--- src/rtl/ibex_pkg.sv ---
// ibex_pkg: shared types and constants for the bfloat16 operand stage.
//   Classif_e        - operand class carried alongside each buffered operand
//   opstage_state_e  - occupancy state of the operand skid buffer
//   BF16_EXP_MAX     - all-ones bfloat16 exponent (Inf / NaN encodings)
//   BF16_CANON_NAN   - canonical quiet NaN, used when FP_OPSTAGE_CANON_NAN_EN is defined
package ibex_pkg;

  typedef enum logic [2:0] {
    Zero     = 3'd0,
    Sub_Norm = 3'd1,
    Norm     = 3'd2,
    Inf      = 3'd3,
    Neg_Inf  = 3'd4,
    NaN      = 3'd5
  } Classif_e;

  typedef enum logic [1:0] {
    ST_EMPTY = 2'd0,
    ST_ONE   = 2'd1,
    ST_FULL  = 2'd2
  } opstage_state_e;

  localparam logic [7:0]  BF16_EXP_MAX   = 8'hFF;
  localparam logic [15:0] BF16_CANON_NAN = 16'h7FC0;

endpackage

--- src/rtl/fp_classifier.sv ---
// fp_classifier: purely combinational bfloat16 classifier.
//   fp_i     [15:0] - operand {sign, exp[7:0], sig[6:0]}
//   classif_o       - Zero / Sub_Norm / NaN / Inf / Neg_Inf / Norm, in that priority
module fp_classifier
  import ibex_pkg::*;
(
  input  logic [15:0] fp_i,
  output Classif_e    classif_o
);

  logic       sign;
  logic [7:0] exp;
  logic [6:0] sig;

  assign sign = fp_i[15];
  assign exp  = fp_i[14:7];
  assign sig  = fp_i[6:0];

  always_comb begin
    classif_o = Norm;
    if (exp == 8'h00) begin
      classif_o = (sig == 7'h00) ? Zero : Sub_Norm;
    end else if (exp == BF16_EXP_MAX) begin
      if (sig != 7'h00) classif_o = NaN;
      else              classif_o = sign ? Neg_Inf : Inf;
    end
  end

endmodule

--- src/rtl/fp_operand_stage.sv ---
// fp_operand_stage: 2-entry (main + skid) operand buffer in front of a
// bfloat16 converter. Each operand is classified on entry and the class is
// stored with it, so outputs come straight from registers.
//
// Handshake: a transfer happens on a cycle where valid && ready are both high
// at the rising edge; valid, once raised, and its data are held until that
// transfer. in_ready_o and out_valid_o depend on the registered state only.
//
// Ports:
//   clk_i, rst_ni     - clock, synchronous active-low reset
//   flush_i           - drop all buffered operands (beats same-cycle transfers)
//   in_valid_i/in_ready_o/in_fp_i         - upstream operand
//   out_valid_o/out_ready_i/out_fp_o      - downstream operand (main entry)
//   out_classif_o     - class of out_fp_o
//
// Build option: FP_OPSTAGE_CANON_NAN_EN - replace every NaN with 16'h7FC0
// before storage (class stays NaN). Undefined: NaNs pass through unchanged.
module fp_operand_stage
  import ibex_pkg::*;
(
  input  logic               clk_i,
  input  logic               rst_ni,
  input  logic               flush_i,
  input  logic               in_valid_i,
  output logic               in_ready_o,
  input  logic [15:0]        in_fp_i,
  output logic               out_valid_o,
  input  logic               out_ready_i,
  output logic [15:0]        out_fp_o,
  output ibex_pkg::Classif_e out_classif_o
);

  // Buffer occupancy; kept as a named enum so checkers can bind to it.
  opstage_state_e state_q, state_d;

  logic [15:0] main_fp_q, skid_fp_q;
  Classif_e    main_cls_q, skid_cls_q;

  Classif_e    in_cls;
  logic [15:0] in_fp_store;

  logic accept, out_xfer;
  logic load_main_in, load_main_skid, load_skid_in;

  fp_classifier u_classifier (
    .fp_i      (in_fp_i),
    .classif_o (in_cls)
  );

`ifdef FP_OPSTAGE_CANON_NAN_EN
  assign in_fp_store = (in_cls == NaN) ? BF16_CANON_NAN : in_fp_i;
`else
  assign in_fp_store = in_fp_i;
`endif

  assign accept   = in_valid_i && in_ready_o;
  assign out_xfer = out_valid_o && out_ready_i;

  // State register
  always_ff @(posedge clk_i) begin
    if (!rst_ni) state_q <= ST_EMPTY;
    else         state_q <= state_d;
  end

  // Next state and datapath load enables. Flush cancels every load.
  always_comb begin
    state_d        = state_q;
    load_main_in   = 1'b0;
    load_main_skid = 1'b0;
    load_skid_in   = 1'b0;
    if (flush_i) begin
      state_d = ST_EMPTY;
    end else begin
      unique case (state_q)
        ST_EMPTY: begin
          if (accept) begin
            state_d      = ST_ONE;
            load_main_in = 1'b1;
          end
        end
        ST_ONE: begin
          if (accept && out_xfer) begin
            load_main_in = 1'b1;
          end else if (accept) begin
            state_d      = ST_FULL;
            load_skid_in = 1'b1;
          end else if (out_xfer) begin
            state_d = ST_EMPTY;
          end
        end
        ST_FULL: begin
          // No accept possible here: in_ready_o is low.
          if (out_xfer) begin
            state_d        = ST_ONE;
            load_main_skid = 1'b1;
          end
        end
        default: state_d = ST_EMPTY;
      endcase
    end
  end

  // Handshake outputs from registered state only
  always_comb begin
    in_ready_o  = (state_q != ST_FULL);
    out_valid_o = (state_q != ST_EMPTY);
  end

  // Operand storage
  always_ff @(posedge clk_i) begin
    if (!rst_ni) begin
      main_fp_q  <= 16'h0000;
      main_cls_q <= Zero;
      skid_fp_q  <= 16'h0000;
      skid_cls_q <= Zero;
    end else begin
      if (load_main_in) begin
        main_fp_q  <= in_fp_store;
        main_cls_q <= in_cls;
      end else if (load_main_skid) begin
        main_fp_q  <= skid_fp_q;
        main_cls_q <= skid_cls_q;
      end
      if (load_skid_in) begin
        skid_fp_q  <= in_fp_store;
        skid_cls_q <= in_cls;
      end
    end
  end

  assign out_fp_o      = main_fp_q;
  assign out_classif_o = main_cls_q;

endmodule
--- config.mk ---
export PLATFORM = sky130hd
export DESIGN_NAME = fp_operand_stage
export DESIGN_NICKNAME = d
export VERILOG_FILES = /design/src/rtl/ibex_pkg.sv /design/src/rtl/fp_classifier.sv /design/src/rtl/fp_operand_stage.sv
export SDC_FILE = /design/constraint.sdc
export NUM_CORES = 1
export LEC_CHECK = 0
export ABC_CLOCK_PERIOD_IN_PS = 1450
export CAP_MARGIN = 5
export CELL_PAD_IN_SITES_DETAIL_PLACEMENT = 1
export CELL_PAD_IN_SITES_GLOBAL_PLACEMENT = 1
export CORE_MARGIN = 2
export CORE_UTILIZATION = 32
export DETAILED_ROUTE_END_ITERATION = 8
export PLACE_DENSITY = 0.8
export SYNTH_ARGS = -nofsm -noshare
export SYNTH_HDL_FRONTEND = slang
export SYNTH_SLANG_ARGS = --single-unit
--- constraint.sdc ---
create_clock -name clk_i -period 1.45 [get_ports clk_i]
set_input_delay 0.29 -clock clk_i [delete_from_list [all_inputs] [get_ports clk_i]]
set_output_delay 0.29 -clock clk_i [all_outputs]
set_load 0.02 [all_outputs]
Word level (Yosys, flattened, before mapping)
Index checks and enable logic that the tools add are counted.
{ "word_totals": {"ff_bits": 40, "inputBits": 21, "out_inout_bits": 21, "wordCells": 50} }
{ "classes": {"eq_ne": 8, "n_mux": 25, "n_bitwise": 1, "reduce_logical": 11} }
{ "ops": {"columns": ["op", "n"], "rows": [
  ["16-bit two-way mux", 2],
  ["3-bit two-way mux", 6],
  ["1-bit two-way mux", 10],
  ["2-bit two-way mux", 5],
  ["8-bit == test, second input constant", 1],
  ["8-bit logical NOT", 1],
  ["2-bit inequality test, second input constant", 4],
  ["7-bit logical NOT", 1],
  ["7-bit nonzero test", 1],
  ["2-bit case mux with 3 select lines", 1],
  ["4-bit AND reduction", 1],
  ["2-bit nonzero test", 2],
  ["1-bit logical AND", 3],
  ["3-bit inequality test, second input constant", 1],
  ["2-bit by 1-bit == test with 1-bit output, second input constant", 1],
  ["2-bit == test, second input constant", 1],
  ["2-bit logical NOT", 1],
  ["1-bit case mux with 2 select lines", 1],
  ["2-bit OR reduction", 1],
  ["1-bit NOT", 1]
]} }

Logic depth before layout (Yosys ltp)
Gate-level depths: netlist (run 1).
{ "depth": {"depth_word": 7, "mapped_depth": 6, "mapped_depth_nobuf": 4} }

By module
Synthesis (run 1) repeated with hierarchy kept, for this count alone.
{ "hier_totals": {"hier_cells": 227, "hier_area_um2": 1989.4} }
{ "modules_own_cells": {"columns": ["module", "n_inst", "cells_each", "area_each_um2"], "rows": [
  ["fp_operand_stage", 1, 213, 1906.8],
  ["fp_classifier", 1, 14, 82.6]
]} }

Worst setup path after synthesis (run 1)
Ideal clock, no wire load.
{ "synth_timing": {"path_kind": "input-to-reg", "start": "input port in_fp_i[3]", "end": "register main_cls_q[1], in the netlist out_classif_o[1]", "setup_ns": 0.067, "arrival_time_ns": 1.384, "required_ns": 1.383, "slack_ns": -0.002, "cell_stages": 4, "n_path_buf": 0, "path_cell_list": "or4_4 > nand2b_4 > a211o_1 > a21oi_2"} }
{ "synth_via": {"elab_chain_len": 5} }
{ "synth_lines": {"columns": ["element", "line_no", "text"], "rows": [
  ["start: declaration", "fp_operand_stage.sv:26", "input logic [15:0] in_fp_i,"],
  ["7-bit nonzero test", "fp_classifier.sv:24", "if (sig != 7'h00) classif_o = NaN;"],
  ["3-bit two-way mux", "fp_classifier.sv:24", null],
  ["3-bit two-way mux", "fp_classifier.sv:23", "end else if (exp == BF16_EXP_MAX) begin"],
  ["3-bit two-way mux", "fp_classifier.sv:21", "if (exp == 8'h00) begin"],
  ["3-bit two-way mux", "fp_operand_stage.sv:117", "if (load_main_in) begin"],
  ["end signal: assignment", "fp_operand_stage.sv:113", "main_cls_q <= Zero;"],
  ["end signal: assignment", "fp_operand_stage.sv:119", "main_cls_q <= in_cls;"],
  ["end signal: assignment", "fp_operand_stage.sv:122", "main_cls_q <= skid_cls_q;"],
  ["end: declaration", "fp_operand_stage.sv:37", "Classif_e main_cls_q, skid_cls_q;"]
]} }
Every way passes these cells.
A chain may end at the register's enable or synchronous reset.

Worst setup path after layout (run 1)
Same ends and word-level chain as after synthesis.

==> summary.md, run 1 <==
| Metric | Value |
|---|---|
| Clk sinks | `40` |
| # diodes | `0` |
| FF-to-FF Start | `state_q[0]` |
| Initial antenna violation count | `0` |
| Chip width | `77.6 um` |
| Switch share | `27.1%` |
| DR vias | `1690` |
| Area share of the leading cell type in the synthesized netlist | `46.2%` |
| Synth top area cells | `dfxtp_1, mux2i_1, a211oi_1` |
| Slew HR | `80.2%` |
| Routed len/inst | `15.8 um` |
| Post-Synth XOR/XNOR Area | `0%` |
| Most used routing layer | `met2` |
| Adder-Cell Fraction of Synth Area | `0%` |
| Clock Pin Slew Worst Setup and Hold Paths | `0.08 ns` |
| CP startpoint kind | `input port` |
| CTS tree | `done` |
| First-pass GRT wire length | `8830 um` |
| Vias in the first global route | `1807` |
| Post-synthesis compound-gate area fraction | `17.2%` |
| Area grow syn2layout | `54.3%` |
| Die area | `6020 um^2` |
| Leakage power | `1.08 nW` |
| I/O Pins | `42` |
| Synth cell count leaders | `dfxtp_1, nand2_1, a21oi_1` |
| Fin crit period | `1.42 ns` |
| Total power | `2.33 mW` |
| Hpwl dp | `3700 um` |
| Worst-skew pair later-pin latency | `0.30 ns` |
| Met3 GRT Util | `3.60%` |
| Final Hold Viols | `0` |
| RePlAce Congestion | `0.769` |
| H-tree Lvls | `2` |
| Post-route cell area | `2680 um^2` |
| Internal reg-to-reg setup slack | `0.10 ns` |
| Pwr Density | `871 nW/um^2` |
| Core ar. | `5170 um^2` |
| Die Span Y | `77.6 um` |
| Worst path arrival time | `1.66 ns` |
| CP Capture Type | `register` |
| Clock Skew | `0.00758 ns` |
| Most frequent cell after synthesis | `dfxtp_1` |
| Row count | `26` |
| Global-route track usage on met2 | `30.3%` |
| Cell accounting for the most synthesized area | `dfxtp_1` |
| Drt drc | `0` |
| Worst-Margin Slew | `0.289 ns` |
| CP max FO | `4` |
| Cells on worst reg2reg path | `6` |
| RSZ-0062 raised after global routing | `false` |
| Mapped cell area | `1730 um^2` |
| DR vias/cell | `5.00` |
| Ys async rst share | `0%` |
| Worst hold path cell count | `3` |
| Pin count of the biggest net entering global routing | `15` |
| Sw Pwr | `632 uW` |
| Worst-case clock buffer depth | `2` |
| Hold Crit Start | `out_ready_i` |
| Top FF cell, synth | `dfxtp_1` |
| Final worst-path cycle share | `97.8%` |
| Peak VDD IR | `0.000470 V` |
| Post-Syn Instances | `196` |
| Num CTS Buffers | `5` |
| Largest family of logic cells by synthesized area | `simple AND/OR/NAND/NOR gates` |
| Combinational share of power | `16.5%` |
| Hold Crit Class | `in2reg` |
| Max Cap Viol | `0` |
| Initial DRC Count | `40` |
| Layout cells sized above 1 | `32.8%` |
| Hold slack | `0.392 ns` |
| GR Util All Layers | `18.2%` |
| DRT Wirelength | `5340 um` |
| Post-synthesis simple-gate area fraction | `20.6%` |
| DR pass1 iterations | `6` |
| GR Overflow Total | `0` |
| Max frequency | `0.705 GHz` |
| IO buf count | `41` |
| Worst EP required | `1.69 ns` |
| Critical Path, Cell by Cell | `dlygate4sd2_1 -> or4_4 -> nand2b_4 -> a211o_1 -> a21oi_2` |
| Initial Utilization | `33.5%` |
| Internal | `1.70 mW` |
| Synth Warn # | `0` |
| FF-to-FF End | `out_fp_o[10]` |
| Syn avg cell area | `8.85 um^2` |
| Post-synth EDFFs | `0` |
| Fill cells | `598` |
| Yosys reg bits | `40` |
| Reg power frac | `49.8%` |
| Final Setup Violations | `0` |
| Status | `complete, no violations` |
| Post-route ant nets | `0` |
| Post-CTS Hold Fix Bufs | `0` |
| Synth Net Count | `217` |
| Post-synthesis sequential area ratio | `46.2%` |
| Final slew viol count | `0` |
| Yosys cell types | `32` |
| Share of total power in the clock network | `33.7%` |
| Number of nets in the layout | `288` |
| Setup CP Type | `in2reg` |
| Post-DP Area | `2420 um^2` |
| Root Driver | `clkbuf_8` |
| Endpoint, Worst Hold | `state_q[1]` |
| Met1 usage | `23.8%` |
| Crit path max-delay cell type | `or4_4` |
| Slowest stage delay, CP | `0.54 ns` |
| Mux share of post-synthesis cell area | `11.7%` |
-- worst max path at each step --
stage	from	slack [ns]	endpoint
after floorplan	in_fp_i[3]	0.03	out_classif_o[1]
after global placement	in_fp_i[3]	-0.46	out_classif_o[1]
after detailed placement	in_valid_i	-0.49	out_fp_o[1]
after CTS	out_ready_i	-0.02	out_fp_o[13]
after global routing	in_fp_i[3]	0.004	out_classif_o[0]
final	in_fp_i[3]	0.03	out_classif_o[1]
-- power groups by stage --
| stage | clock, mW | combinational [mW] | sequential, mW |
|---|---|---|---|
| after global placement | 0 | 0.370 | 1.19 |
| after global routing | 0.842 | 0.413 | 1.17 |
| final | 0.786 | 0.384 | 1.16 |
| after CTS | 0.801 | 0.355 | 1.16 |
| after detailed placement | 0 | 0.379 | 1.19 |
| after floorplan | 0 | 0.112 | 1.23 |
-- worst max-delay path: cells and delay by family --
| family | cells | cell delay, ns |
|---|---|---|
| buffers and inverters | 1 | 0.25 |
| AOI/OAI and AO/OA | 2 | 0.39 |
| and+or+nand+nor | 2 | 0.71 |
-- per-stage QoR --
| step | setup WS, ns | TNS (ns) | utilization [%] | instances |
|---|---|---|---|---|
| after floorplan | 0.0331 | 0 | - | 196 |
| final | 0.0312 | 0 | 51.7 | 338 |
| after detailed placement | -0.489 | -15.70 | 46.9 | 328 |
| after global routing | 0.00396 | 0 | 51.7 | 338 |
| after CTS | -0.0153 | -0.0317 | 49.3 | 338 |
| after global placement | -0.460 | -13.90 | 46.9 | 328 |
-- per-layer routing --
metal	share of wire [%]	vias up	wire length, um
met5	0	-	0
met4	0.66	0	35
met3	3.2	3	170
met2	50	36	2650
met1	46	817	2480
li1	-	834	-
-- sequential cells by signal, summed over array words and instances (netlist names) --
| signal | cells |
|---|---|
| out_fp_o | 16 |
| skid_fp_q | 16 |
| out_classif_o | 3 |
| skid_cls_q | 3 |
| state_q | 2 |
-- cell families after synthesis --
kind of cell / Yosys count
flops: 40
mux: 20
simple gates: 76
compound gates: 45
buf+inv: 15
-- cell type report --
type | instances | area, um^2 | share of cell area (%)
multi-input cells | 141 | 1000 | 37.4
flip-flops and latches | 40 | 806 | 30.1
repair buffers | 78 | 686 | 25.6
well taps | 70 | 87.6 | 3.27
clock buffers | 6 | 82.6 | 3.09
clock inverters | 2 | 10.0 | 0.374
inverters | 1 | 3.75 | 0.140
-- placed cells by master, fill, tap and decap left out, types with 2 or more instances in the layout --
master           synthesis  final
dfxtp_1                 40     38
nand2_1                 36     35
dlygate4sd2_1            0     32
buf_4                    2     30
mux2i_1                 18     18
a21oi_1                 19     17
a211oi_2                 0     11
nor2_2                   1      9
nor2_1                  18      8
a211oi_1                18      7
clkbuf_8                 0      6
dlymetal6s2s_1           0      4
buf_6                    1      4
a21oi_2                  1      3
or4_4                    1      3
nand3_1                  3      3
clkdlybuf4s50_1          0      3
buf_8                    0      3
nand2b_1                 2      2
nor2_4                   0      2
nand4_1                  2      2
mux2_2                   2      2
o21a_1                   2      2
clkinv_2                 0      2
buf_2                    3      2
-- what timing repair did --
| item | CTS | global route |
|---|---|---|
| gates resized for setup | 54 | 38 |
| endpoints found under the setup margin | 59 | 40 |
| setup buffers | 2 | 0 |
| pin swaps | 5 | 6 |
Power figures use the tool's default switching activity.
==> inputs of run 2 (changes only) <==
--- a/config.mk
+++ b/config.mk
@@ -11,6 +11,7 @@
 export CELL_PAD_IN_SITES_GLOBAL_PLACEMENT = 1
 export CORE_MARGIN = 2
 export CORE_UTILIZATION = 32
+export CTS_CLUSTER_SIZE = 20
 export DETAILED_ROUTE_END_ITERATION = 8
 export PLACE_DENSITY = 0.8
 export SYNTH_ARGS = -nofsm -noshare
==> results of run 2 <==
Same layout as run 1: the final DEF is identical, and so are final timing and power.
==> inputs of run 3 (changes only) <==
--- a/config.mk
+++ b/config.mk
@@ -5,6 +5,7 @@
 export SDC_FILE = /design/constraint.sdc
 export NUM_CORES = 1
 export LEC_CHECK = 0
+export ABC_AREA = 1
 export ABC_CLOCK_PERIOD_IN_PS = 1450
 export CAP_MARGIN = 5
 export CELL_PAD_IN_SITES_DETAIL_PLACEMENT = 1
@@ -13,7 +14,8 @@
 export CORE_UTILIZATION = 32
 export CTS_CLUSTER_SIZE = 20
 export DETAILED_ROUTE_END_ITERATION = 8
-export PLACE_DENSITY = 0.8
+export PLACE_DENSITY = 0.82
+export SLEW_MARGIN = 20
 export SYNTH_ARGS = -nofsm -noshare
 export SYNTH_HDL_FRONTEND = slang
 export SYNTH_SLANG_ARGS = --single-unit
==> summary.md, run 3 <==
| Metric | Value |
|---|---|
| Post-synthesis simple-gate area fraction | `31.5% (+11 points)` |
| Global-route track usage on met2 | `33.6% (+3.3 points)` |
| Cell accounting for the most synthesized area | `dfxtp_1` |
| Max Cap Viol | `0 (unchanged)` |
| Pin count of the biggest net entering global routing | `39 (+24)` |
| Pwr Density | `911 nW/um^2 (+4.5%)` |
| Met1 usage | `23.1% (-0.69 points)` |
| Row count | `28 (+7.7%)` |
| Met3 GRT Util | `3.11% (-0.49 points)` |
| CP max FO | `9 (+5)` |
| Area share of the leading cell type in the synthesized netlist | `41.9% (-4.2 points)` |
| Num CTS Buffers | `5 (unchanged)` |
| Placed cell count | `404 (+23%)` |
| IO buf count | `41 (unchanged)` |
| Die Span Y | `81.2 um (+4.7%)` |
| DR vias | `2187 (+29%)` |
| Final std cells w/o fill | `419 (+24%)` |
| Clock Skew | `0.00810 ns (+0.000516 ns)` |
| Ys async rst share | `0% (unchanged)` |
| Syn avg cell area | `6.94 um^2 (-22%)` |
| Layout cells sized above 1 | `18.3% (-15 points)` |
| Clk sinks | `40 (unchanged)` |
| CP Capture Type | `register` |
| Peak VDD IR | `0.000622 V (+32%)` |
| Initial Utilization | `32.6% (-0.89 points)` |
| Max frequency | `0.685 GHz (-2.9%)` |
| Routed len/inst | `17.8 um (+13%)` |
| Final Hold Viols | `0 (unchanged)` |
| CTS tree | `done` |
| Yosys cell types | `21 (-34%)` |
| Worst EP required | `1.68 ns (about the same)` |
| Failing checks | `setup timing` |
| Post-synthesis compound-gate area fraction | `15.2% (-2.0 points)` |
| I/O Pins | `42 (unchanged)` |
| Most frequent cell after synthesis | `nand2_1` |
| Final worst-path cycle share | `101% (+2.9 points)` |
| RSZ-0062 raised after global routing | `true` |
| Vias in the first global route | `2038 (+13%)` |
| Status | `complete, but fails checks` |
| Die area | `6600 um^2 (+9.6%)` |
| Post-synth EDFFs | `0 (unchanged)` |
| Yosys reg bits | `40 (unchanged)` |
| Synth top area cells | `dfxtp_1, nand2_1, nand3_1` |
| Final Setup Violations | `3 (+3)` |
| Leakage power | `1.33 nW (+24%)` |
| Hold Crit Class | `in2reg` |
| GR Overflow Total | `0 (unchanged)` |
| Post-synthesis sequential area ratio | `41.9% (-4.2 points)` |
| Synth Warn # | `0 (unchanged)` |
| # diodes | `0 (unchanged)` |
| Adder-Cell Fraction of Synth Area | `0% (unchanged)` |
| Chip width | `81.2 um (+4.7%)` |
| Largest family of logic cells by synthesized area | `simple AND/OR/NAND/NOR gates` |
| Post-Syn Instances | `275 (+40%)` |
| Worst-case clock buffer depth | `2 (unchanged)` |
| Setup WS post-layout | `-0.0106 ns (-0.0418 ns)` |
| Mux share of post-synthesis cell area | `0% (-12 points)` |
| Root Driver | `clkbuf_8` |
| Fill cells | `749 (+25%)` |
| Post-Synth XOR/XNOR Area | `0% (unchanged)` |
| Most common cell after layout, fill and taps aside | `nand2_1` |
| Worst-Margin Slew | `0.267 ns (-0.0223 ns)` |
| Initial DRC Count | `164 (+310%)` |
| Setup CP Type | `reg2reg` |
| Top FF cell, synth | `dfxtp_1` |
| Clock Pin Slew Worst Setup and Hold Paths | `0.08 ns (about the same)` |
| Drt drc | `0 (unchanged)` |
| Number of nets in the layout | `364 (+26%)` |
| First-pass GRT wire length | `9550 um (+8.2%)` |
| Post-route ant nets | `0 (unchanged)` |
| Synth Net Count | `296 (+36%)` |
| Worst-skew pair later-pin latency | `0.30 ns (about the same)` |
| Initial antenna violation count | `0 (unchanged)` |
| DR vias/cell | `5.22 (+4.4%)` |
| DR pass1 iterations | `4 (-2)` |
| Core Util, Final | `48.2% (-3.5 points)` |
| H-tree Lvls | `2 (unchanged)` |
| DRT Wirelength | `7460 um (+40%)` |
| Hpwl dp | `4340 um (+17%)` |
| Most used routing layer | `met2` |
| RePlAce Congestion | `0.824 (+7.1%)` |
| Mapped cell area | `1910 um^2 (+10%)` |
| Slew HR | `82.1% (+1.9 points)` |
| Worst path arrival time | `1.69 ns (+0.03 ns)` |
| CP startpoint kind | `register` |
| Synth cell count leaders | `nand2_1, dfxtp_1, nand3_1` |
| GR Util All Layers | `18.6% (+0.41 points)` |
| Area grow syn2layout | `47.7%` |
| Core ar. | `5850 um^2 (+13%)` |
| Fin crit period | `1.46 ns (+0.0418 ns)` |
| Most frequent cells in the layout | `nand2_1, nand3_1, dfxtp_1` |
| Final slew viol count | `0 (unchanged)` |
[run 3: cell count changes after synthesis, sizes merged, moves of 3 or more]
cell | previous run | this run
nand2 | 36 | 74
nand3 | 3 | 40
inv | 1 | 25
a21oi | 20 | 39
o21ai | 0 | 19
a211oi | 18 | 0
mux2i | 18 | 0
buf | 6 | 11
nor2 | 19 | 15
clkbuf | 8 | 5
nand2b | 3 | 0
or4 | 3 | 0
[run 3: path summary, 6_finish.rpt]
path | from | to | slack (ns) | cells after the start
max | state_q[0] | out_classif_o[1] | -0.01 | 11
min | flush_i | state_q[1] | 0.45 | 4
max reg2reg | state_q[0] | out_classif_o[1] | -0.01 | 11
min reg2reg | out_fp_o[0] | out_fp_o[0] | 0.49 | 2
[run 3: layer usage]
layer	routed length, um	vias up	share of wire (%)
met5	0	-	0
met4	107	0	1.4
met3	420	13	5.6
met2	3840	75	52
met1	3080	1061	41
li1	-	1038	-
[run 3: power by group]
part | internal [mW] | switching (mW) | total, mW
logic | 0.203 | 0.267 | 0.470
clock network | 0.511 | 0.417 | 0.929
registers | 1.14 | 0.0260 | 1.17
total | 1.86 | 0.710 | 2.57
[run 3: kinds of logic after synthesis]
kind of cell | count (synthesis)
simple gates | 135
flops | 40
compound gates | 58
buf+inv | 42
[run 3: cell type report]
type                    instances  area [um^2]  share of cell area [%]
well taps                      75         93.8                    3.33
repair buffers                 77          779                    27.6
flip-flops and latches         40          806                    28.6
clock inverters                 2         35.0                    1.24
multi-input cells             193          933                    33.1
clock buffers                   6         72.6                    2.57
inverters                      26          100                    3.55
[run 3: metrics by stage]
step	setup TNS (ns)	power (mW)	setup WS (ns)	hold WS [ns]	instance area (um^2)
global placement	-8.18	1.64	-0.247	0.472	2550
finish	-0.0213	2.57	-0.0106	0.446	2820
detailed placement	-10.98	1.65	-0.323	0.477	2550
floorplan	0	1.41	0.165	0.418	1910
CTS	0	2.52	0.00245	0.486	2640
global route	-0.748	2.65	-0.0965	0.488	2820
[run 3: critical path, stage by stage, from the launching register on]
cell and delay [ns]:
dfxtp_4 0.36, inv_1 0.06, nand2_2 0.06, buf_4 0.14
inv_2 0.05, nand2_2 0.07, inv_4 0.11, clkbuf_16 0.16
nand2_1 0.07, nand3_1 0.09, nand2_1 0.06, nor2_1 0.16
[run 3: repair_timing]
item,4_1_cts,5_1_grt
buffers inserted,1,2
endpoints found under the hold margin,0,0
pin swaps,1,3
resized for setup,25,18
hold buffers,0,0
endpoints found under the setup margin,29,37
cloned,0,4
